**src/rtl/mc_ctrl_pkg.sv**
```systemverilog
// mc_ctrl_pkg: opcodes, control encodings, FSM state enum and control-word type for the multicycle main controller.
package mc_ctrl_pkg;
    localparam logic [5:0] OP_RTYPE = 6'b000000;
    localparam logic [5:0] OP_LW    = 6'b100011;
    localparam logic [5:0] OP_SW    = 6'b101011;
    localparam logic [5:0] OP_BEQ   = 6'b000100;
    localparam logic [5:0] OP_BNE   = 6'b000101;
    localparam logic [5:0] OP_ADDI  = 6'b001000;
    localparam logic [5:0] OP_ANDI  = 6'b001100;
    localparam logic [5:0] OP_J     = 6'b000010;

    localparam logic [2:0] ALU_ADD   = 3'b000;
    localparam logic [2:0] ALU_SUB   = 3'b001;
    localparam logic [2:0] ALU_AND   = 3'b010;
    localparam logic [2:0] ALU_RTYPE = 3'b100;

    localparam logic [1:0] PC_ALU    = 2'b00;
    localparam logic [1:0] PC_ALUOUT = 2'b01;
    localparam logic [1:0] PC_JUMP   = 2'b10;

    localparam logic [1:0] SRCB_REG    = 2'b00;
    localparam logic [1:0] SRCB_FOUR   = 2'b01;
    localparam logic [1:0] SRCB_IMM    = 2'b10;
    localparam logic [1:0] SRCB_BRANCH = 2'b11;

    typedef enum logic [3:0] {
        S_IDLE, S_FETCH, S_DECODE, S_MEM_ADDR, S_MEM_READ, S_MEM_WB, S_MEM_WRITE,
        S_R_EXEC, S_R_WB, S_I_EXEC, S_I_WB, S_BRANCH, S_JUMP
    } state_t;

    typedef struct packed {
        logic       mem_req;
        logic       mem_we;
        logic       i_or_d;
        logic       ir_write;
        logic       pc_write;
        logic       branch_eq;
        logic       branch_ne;
        logic [1:0] pc_source;
        logic       alu_src_a;
        logic [1:0] alu_src_b;
        logic [2:0] alu_op;
        logic       reg_dst;
        logic       mem_to_reg;
        logic       reg_write;
        logic       illegal_op;
    } ctrl_t;

    function automatic logic op_legal(input logic [5:0] op);
        return op inside {OP_RTYPE, OP_LW, OP_SW, OP_BEQ, OP_BNE, OP_ADDI, OP_ANDI, OP_J};
    endfunction
endpackage

```
**src/rtl/mc_ctrl_outdec.sv**
```systemverilog
// mc_ctrl_outdec: combinational state/opcode to control-word decoder.
//   state     - current controller state
//   op        - instruction opcode (IR[31:26])
//   mem_ready - memory completion, gates ir_write/pc_write in FETCH only
//   ctrl      - decoded control word
module mc_ctrl_outdec
    import mc_ctrl_pkg::*;
(
    input  state_t     state,
    input  logic [5:0] op,
    input  logic       mem_ready,
    output ctrl_t      ctrl
);
    always_comb begin
        ctrl = '0;
        case (state)
            S_FETCH: begin
                ctrl.mem_req   = 1'b1;
                ctrl.alu_src_b = SRCB_FOUR;
                ctrl.ir_write  = mem_ready;
                ctrl.pc_write  = mem_ready;
            end
            S_DECODE: begin
                ctrl.alu_src_b  = SRCB_BRANCH;
                ctrl.illegal_op = !op_legal(op);
            end
            S_MEM_ADDR: begin
                ctrl.alu_src_a = 1'b1;
                ctrl.alu_src_b = SRCB_IMM;
            end
            S_MEM_READ: begin
                ctrl.mem_req = 1'b1;
                ctrl.i_or_d  = 1'b1;
            end
            S_MEM_WB: begin
                ctrl.reg_write  = 1'b1;
                ctrl.mem_to_reg = 1'b1;
            end
            S_MEM_WRITE: begin
                ctrl.mem_req = 1'b1;
                ctrl.mem_we  = 1'b1;
                ctrl.i_or_d  = 1'b1;
            end
            S_R_EXEC: begin
                ctrl.alu_src_a = 1'b1;
                ctrl.alu_op    = ALU_RTYPE;
            end
            S_R_WB: begin
                ctrl.reg_write = 1'b1;
                ctrl.reg_dst   = 1'b1;
            end
            S_I_EXEC: begin
                ctrl.alu_src_a = 1'b1;
                ctrl.alu_src_b = SRCB_IMM;
                ctrl.alu_op    = op == OP_ANDI ? ALU_AND : ALU_ADD;
            end
            // alu_op is held from I_EXEC so the ALU result stays valid during write-back
            S_I_WB: begin
                ctrl.reg_write = 1'b1;
                ctrl.alu_op    = op == OP_ANDI ? ALU_AND : ALU_ADD;
            end
            S_BRANCH: begin
                ctrl.alu_src_a = 1'b1;
                ctrl.alu_op    = ALU_SUB;
                ctrl.pc_source = PC_ALUOUT;
                ctrl.branch_eq = op == OP_BEQ;
                ctrl.branch_ne = op == OP_BNE;
            end
            S_JUMP: begin
                ctrl.pc_write  = 1'b1;
                ctrl.pc_source = PC_JUMP;
            end
            default: ;
        endcase
    end
endmodule

```
**src/rtl/mc_main_control.sv**
```systemverilog
// mc_main_control: multicycle main controller (state register, next-state logic, retired-instruction counter).
//   clk, rst_n       - clock, async active-low reset
//   op, mem_ready    - opcode from IR, memory completion
//   mem_req..illegal_op - datapath/memory control outputs (Moore, FETCH write enables gated by mem_ready)
//   instr_count      - retired instructions, wraps modulo 2^CNT_W
module mc_main_control
    import mc_ctrl_pkg::*;
#(
    parameter int CNT_W = 32
) (
    input  logic             clk,
    input  logic             rst_n,
    input  logic [5:0]       op,
    input  logic             mem_ready,
    output logic             mem_req,
    output logic             mem_we,
    output logic             i_or_d,
    output logic             ir_write,
    output logic             pc_write,
    output logic             branch_eq,
    output logic             branch_ne,
    output logic [1:0]       pc_source,
    output logic             alu_src_a,
    output logic [1:0]       alu_src_b,
    output logic [2:0]       alu_op,
    output logic             reg_dst,
    output logic             mem_to_reg,
    output logic             reg_write,
    output logic             illegal_op,
    output logic [CNT_W-1:0] instr_count
);
    state_t state, state_nx;
    ctrl_t  ctrl;
    logic   retire;

    always_ff @(posedge clk or negedge rst_n)
        if (!rst_n) state <= S_IDLE;
        else state <= state_nx;

    always_comb begin
        state_nx = S_FETCH;
        case (state)
            S_FETCH:     state_nx = mem_ready ? S_DECODE : S_FETCH;
            S_DECODE:
                case (op)
                    OP_LW, OP_SW:     state_nx = S_MEM_ADDR;
                    OP_RTYPE:         state_nx = S_R_EXEC;
                    OP_ADDI, OP_ANDI: state_nx = S_I_EXEC;
                    OP_BEQ, OP_BNE:   state_nx = S_BRANCH;
                    OP_J:             state_nx = S_JUMP;
                    default:          state_nx = S_FETCH;
                endcase
            S_MEM_ADDR:  state_nx = op == OP_SW ? S_MEM_WRITE : S_MEM_READ;
            S_MEM_READ:  state_nx = mem_ready ? S_MEM_WB : S_MEM_READ;
            S_MEM_WRITE: state_nx = mem_ready ? S_FETCH : S_MEM_WRITE;
            S_R_EXEC:    state_nx = S_R_WB;
            S_I_EXEC:    state_nx = S_I_WB;
            default:     state_nx = S_FETCH;
        endcase
    end

    assign retire = state inside {S_MEM_WB, S_R_WB, S_I_WB, S_BRANCH, S_JUMP}
                    || (state == S_MEM_WRITE && mem_ready);

    always_ff @(posedge clk or negedge rst_n)
        if (!rst_n) instr_count <= '0;
        else if (retire) instr_count <= instr_count + CNT_W'(1);

    mc_ctrl_outdec u_outdec (
        .state     (state),
        .op        (op),
        .mem_ready (mem_ready),
        .ctrl      (ctrl)
    );

    assign mem_req    = ctrl.mem_req;
    assign mem_we     = ctrl.mem_we;
    assign i_or_d     = ctrl.i_or_d;
    assign ir_write   = ctrl.ir_write;
    assign pc_write   = ctrl.pc_write;
    assign branch_eq  = ctrl.branch_eq;
    assign branch_ne  = ctrl.branch_ne;
    assign pc_source  = ctrl.pc_source;
    assign alu_src_a  = ctrl.alu_src_a;
    assign alu_src_b  = ctrl.alu_src_b;
    assign alu_op     = ctrl.alu_op;
    assign reg_dst    = ctrl.reg_dst;
    assign mem_to_reg = ctrl.mem_to_reg;
    assign reg_write  = ctrl.reg_write;
    assign illegal_op = ctrl.illegal_op;
endmodule
```
**config.mk**
```make
export PLATFORM = sky130hd
export DESIGN_NAME = mc_main_control
export DESIGN_NICKNAME = d
export VERILOG_FILES = /design/src/rtl/mc_ctrl_pkg.sv /design/src/rtl/mc_ctrl_outdec.sv /design/src/rtl/mc_main_control.sv
export SDC_FILE = /design/constraint.sdc
export NUM_CORES = 1
export LEC_CHECK = 0
export CAP_MARGIN = 30
export CELL_PAD_IN_SITES_DETAIL_PLACEMENT = 1
export CELL_PAD_IN_SITES_GLOBAL_PLACEMENT = 1
export CORE_MARGIN = 3
export CORE_UTILIZATION = 36
export CTS_CLUSTER_DIAMETER = 100
export DETAILED_ROUTE_END_ITERATION = 8
export PLACE_DENSITY_LB_ADDON = 0.25
export SYNTH_ARGS = -nofsm -noshare
export SYNTH_HDL_FRONTEND = slang
export SYNTH_SLANG_ARGS = --single-unit
```
**constraint.sdc**
```tcl
create_clock -name clk -period 1.83 [get_ports clk]
set_input_delay 0.2745 -clock clk [delete_from_list [all_inputs] [get_ports clk]]
set_output_delay 0.2745 -clock clk [all_outputs]
set_load 0.1 [all_outputs]
```
==> Word-level counts from Yosys, hierarchy flattened <==
Index checks and enable logic that the tools add are counted.
{ "totals": {"ff_bits": 36, "word_cells": 58} }
{ "classes": {"n_addsub": 1, "eq_ne": 19, "n_mux": 21, "reduce_logical": 15} }
{ "op_table": {"columns": ["operator", "n"], "rows": [
  ["$add 32x1->32 const B", 1],
  ["$pmux 4 s7", 1],
  ["$eq 4x4->1 const B", 5],
  ["$pmux 4 s5", 1],
  ["$eq 4x3->1 const B", 4],
  ["$eq 6x3->1 const B", 2],
  ["$eq 6x4->1 const B", 2],
  ["$eq 6x6->1 const B", 2],
  ["$reduce_or 2->1", 6],
  ["$mux 1", 10],
  ["$pmux 3 s3", 1],
  ["$eq 4x2->1 const B", 2],
  ["$mux 2", 4],
  ["$reduce_bool 8->1", 1],
  ["$eq 6x2->1 const B", 1],
  ["$logic_not 6->1", 1],
  ["$pmux 2 s3", 1],
  ["$reduce_or 3->1", 2],
  ["$reduce_bool 5->1", 1],
  ["$eq 4x1->1 const B", 1],
  ["$pmux 2 s2", 1],
  ["$reduce_or 4->1", 1],
  ["$mux 3", 1],
  ["$pmux 1 s2", 1],
  ["other kinds (3)", 3]
]} }

==> Logic depth before layout (Yosys ltp) <==
{ "depth": {"depth_word": 4, "depth_mapped": 7} }

==> By module <==
From an unflattened synthesis, not the netlist that was laid out.
{ "hier_totals": {"cells_unflattened": 214, "hier_area_um2": 2162.1} }
{ "modules_own_cells": {"columns": ["module", "instances", "cells_per_inst", "area_per_inst_um2", "seq_area_each_um2"], "rows": [
  ["mc_main_control", 1, 175, 1891.8, 900.9],
  ["mc_ctrl_outdec", 1, 39, 270.3, 0.0]
]} }

==> Worst setup path after synthesis <==
Ideal clock, no wire load.
{ "synth_timing": {"kind": "register -> output", "from": "register state[1]", "to": "output port pc_write", "t_arrival_ns": 4.655, "required_ns": 1.556, "slack_ns": -3.100, "path_stages_with_launch": 5, "n_path_buf": 1, "cell_sequence": "dfrtp_1 -> nand2b_1 -> buf_4 -> nor4b_1 -> or2_2"} }
{ "synth_via": {"elab_chain_len": 2, "elab_cells_between_ends": 3} }
{ "synth_rtl": {"columns": ["item", "line_no", "text"], "rows": [
  ["from (decl)", "mc_main_control.sv:32", "state_t state, state_nx;"],
  ["from (signal assigned)", "mc_main_control.sv:38", "else state <= state_nx;"],
  ["$eq 4x4->1 or $eq 4x1->1 (tied branches)", "mc_ctrl_outdec.sv:16", "case (state)"],
  ["$pmux 1 s2 *", "mc_ctrl_outdec.sv:16", null],
  ["to (decl)", "mc_main_control.sv:19", "output logic pc_write,"]
]} }
Mark *: on every way between the ends. The rest lies on a longest branch, timed or not.

==> Final worst setup path <==
{ "layout_timing": {"from": "register instr_count[1]", "to": "register instr_count[20]"} }
{ "layout_via": {"elab_chain_len": 1} }
{ "layout_rtl": {"columns": ["item", "line_no", "text"], "rows": [
  ["from (decl)", "mc_main_control.sv:30", "output logic [CNT_W-1:0] instr_count"],
  ["from (signal assigned)", "mc_main_control.sv:67", "else if (retire) instr_count <= instr_count + CNT_W'(1);"],
  ["$add 32x1->32", "mc_main_control.sv:67", null]
]} }
No other way between the ends.
A chain may end at the register's enable or synchronous reset.

==> impl_metrics.env <==
export IMPL_cts_tree="built"
export IMPL_nets=349
export IMPL_cp_required_ps=2050
export IMPL_avgSynthCellArea_sq_um=9.75
export IMPL_violations="negative setup slack"
export IMPL_ys_ff_latch=36
export IMPL_setup_tns_ps=-1670
export IMPL_crit_arrival_ps=2280
export IMPL_gp_congestion=0.777
export IMPL_power_density_mw_per_mm2=1440
export IMPL_setup_viol=23
export IMPL_synth_flop_cell="dfrtp_1"
export IMPL_die_x_microns=83.9
export IMPL_clock_skew_ps=10.0
export IMPL_netSwitchingFraction_pct=53.8
export IMPL_placed_area_sq_mm=0.00369
export IMPL_relSlewSlack_pct=67.9
export IMPL_clock_latency_ps=300
export IMPL_tightest_slew_ps=482
export IMPL_coreArea_sq_mm=0.00568
export IMPL_grt_util_all_layers_pct=26.8
export IMPL_utilization_pct=76.2
export IMPL_firstDrtPassIters=4
export IMPL_place_ws_ps=-241
export IMPL_fin_crit_sh_pct=112
export IMPL_synth_edff_count=0
export IMPL_grt_pass1_vias=2502
export IMPL_max_cap_violations=0
export IMPL_rr_worst_depth=7
export IMPL_final_cell_mix="buf_4 (53), buf_12 (47), xor2_1 (26)"
export IMPL_synth_top_area_share_pct=41.2
export IMPL_critical_path_class="register to register"
export IMPL_io_buffers=59
export IMPL_clkTransAtPathRegs_ps=80
export IMPL_p_leak_nw=1.97
export IMPL_rsz0062_at_grt="yes"
export IMPL_setup_slack_ps=-225
export IMPL_synth_cell_types=47
export IMPL_diodes=0
export IMPL_initial_utilization_pct=38.5
export IMPL_clkSinkCount=36
export IMPL_die_y_microns=83.9
export IMPL_cp_max_fo=13
export IMPL_p_int_mw=2.88
export IMPL_ant_nets=0
export IMPL_cts_buffers_inserted=5
export IMPL_layoutNonFillerInstCount=412
export IMPL_vias_per_cell=5.95
export IMPL_worstSetupEndpointType="register"
export IMPL_cp_start_kind="register"
export IMPL_synth_fp_nets=234
export IMPL_drc=0
export IMPL_synth_cells=224
export IMPL_hold_class="primary input to async pin"
export IMPL_grt_overflow=0
export IMPL_p_sw_mw=3.35
export IMPL_rr_startpoint="instr_count[1]"
export IMPL_fmax_mhz=487
export IMPL_syn_cell_area_sq_mm=0.00218
export IMPL_antenna_found_initial=0
export IMPL_post_dp_hpwl_mm=5.99
export IMPL_yosysWarnings=0
export IMPL_placed_cells=374
export IMPL_power_frac_clock_pct=10.0
export IMPL_finalHoldViolCount=0
export IMPL_status="finished with violations"
export IMPL_hold_ws_ps=18.9
export IMPL_htree_levels=2
export IMPL_p_total_mw=6.23
export IMPL_num_io_pins=60
export IMPL_r2r_slack_ps=-220
export IMPL_reg2reg_to="instr_count[20]"
export IMPL_wl_per_cell_microns=28.9
export IMPL_die_area_sq_mm=0.00704
export IMPL_ctsRootBufferMaster="clkbuf_8"
export IMPL_mostFrequentLayoutCell="buf_4"
export IMPL_area_delta_synth_final_pct=97.9
export IMPL_drtIter0Drc=140
export IMPL_ir_drop_mv=1.59
export IMPL_async_flop_share_pct=100
export IMPL_synth_seq_area_share_pct=41.2
export IMPL_grt_start_max_net_pins=37
export IMPL_seqPwrFrac_pct=19.7
export IMPL_via_count=2451
export IMPL_period_needed_ps=2050
export IMPL_fillers=500
export IMPL_drive_above_1_share_pct=62.9
export IMPL_placementRows=27
export IMPL_drv_slew=0
export IMPL_ctsLongestPathBuffers=2
export IMPL_finalInstanceArea_sq_mm=0.00432
export IMPL_drt_wl_total_mm=11.9
export IMPL_yosysTopAreaCell="dfrtp_1"
export IMPL_comb_power_share_pct=70.3
export IMPL_grt_pass1_wl_mm=14.7
export IMPL_ys_top_cells_by_area="dfrtp_1 (41%), xor2_1 (10%), nor4_2 (4.0%)"
-- critical path, stage by stage, from the launching register on --
cell,delay [ps]
dfrtp_4,460
ha_2,220
nand4_1,190
buf_12,220
nor4_2,380
nand2_1,180
nor2_2,140
xor2_1,160
-- worst max-delay path by stage --
stage / startpoint / endpoint / slack, ps / cells after the start
after floorplan: state[1] / pc_write / -700 / 4
after global placement: op[1] / illegal_op / -160 / 7
after detailed placement: mem_ready / instr_count[28] / -240 / 7
after CTS: state[1] / pc_write / -30 / 4
after global routing: instr_count[11] / instr_count[31] / -270 / 6
final: instr_count[1] / instr_count[20] / -220 / 7
-- synth_stat cells, types with 3 or more instances --
library cell	number
a21oi_1	11
and3_1	3
and4_1	3
buf_2	5
clkbuf_1	4
dfrtp_1	36
inv_1	6
nand2_1	18
nand2b_1	5
nand3_1	9
nand4_1	4
nor2_1	22
nor3_1	12
nor4_1	6
nor4_2	7
nor4_4	3
o21ai_0	3
o22ai_1	3
xnor2_1	5
xor2_1	26
-- sequential cells by signal (all words and copies together), names as in the netlist --
register	count
state	4
instr_count	32
-- area by class of cell --
cell class	instances	area, sq um	area share [%]
clock buffers	7	86.3	2.00
clock inverters	1	7.51	0.174
repair buffers	120	1560	36.0
multi-input cells	170	1580	36.6
flip-flops and latches	36	977	22.6
inverters	6	22.5	0.521
well taps	72	90.1	2.08
-- logic make-up after synthesis --
group	Yosys count	synth area share, %
muxes	2	0.974
DFF	36	41.2
AOI/OAI and AO/OA	24	7.85
and+or+nand+nor	112	32.9
xor gates and xnor gates	31	12.4
adders and majority gates	1	0.573
buffers and inverters	18	4.07
-- power groups by stage --
| stage | registers [mW] | clock network [mW] | logic [mW] |
|---|---|---|---|
| CTS | 1.19 | 0.606 | 3.97 |
| detailed placement | 1.23 | 0 | 3.70 |
| global placement | 1.19 | 0 | 3.58 |
| global route | 1.24 | 0.675 | 4.50 |
| floorplan | 1.77 | 0 | 1.79 |
| finish | 1.23 | 0.624 | 4.38 |
-- per-layer routing --
layer	global-route usage [%]	routed length [microns]
met5	0	0
met1	32.2	4590
met2	47.7	6090
met4	9.50	693
met3	5.03	516
-- what timing repair did --
item	in CTS	in global routing
gates resized for setup	29	36
pin swaps	10	31
hold buffers	0	0
setup endpoints to repair	24	43
buffers inserted	8	22
Note: power is estimated with default switching activity, not from simulation.
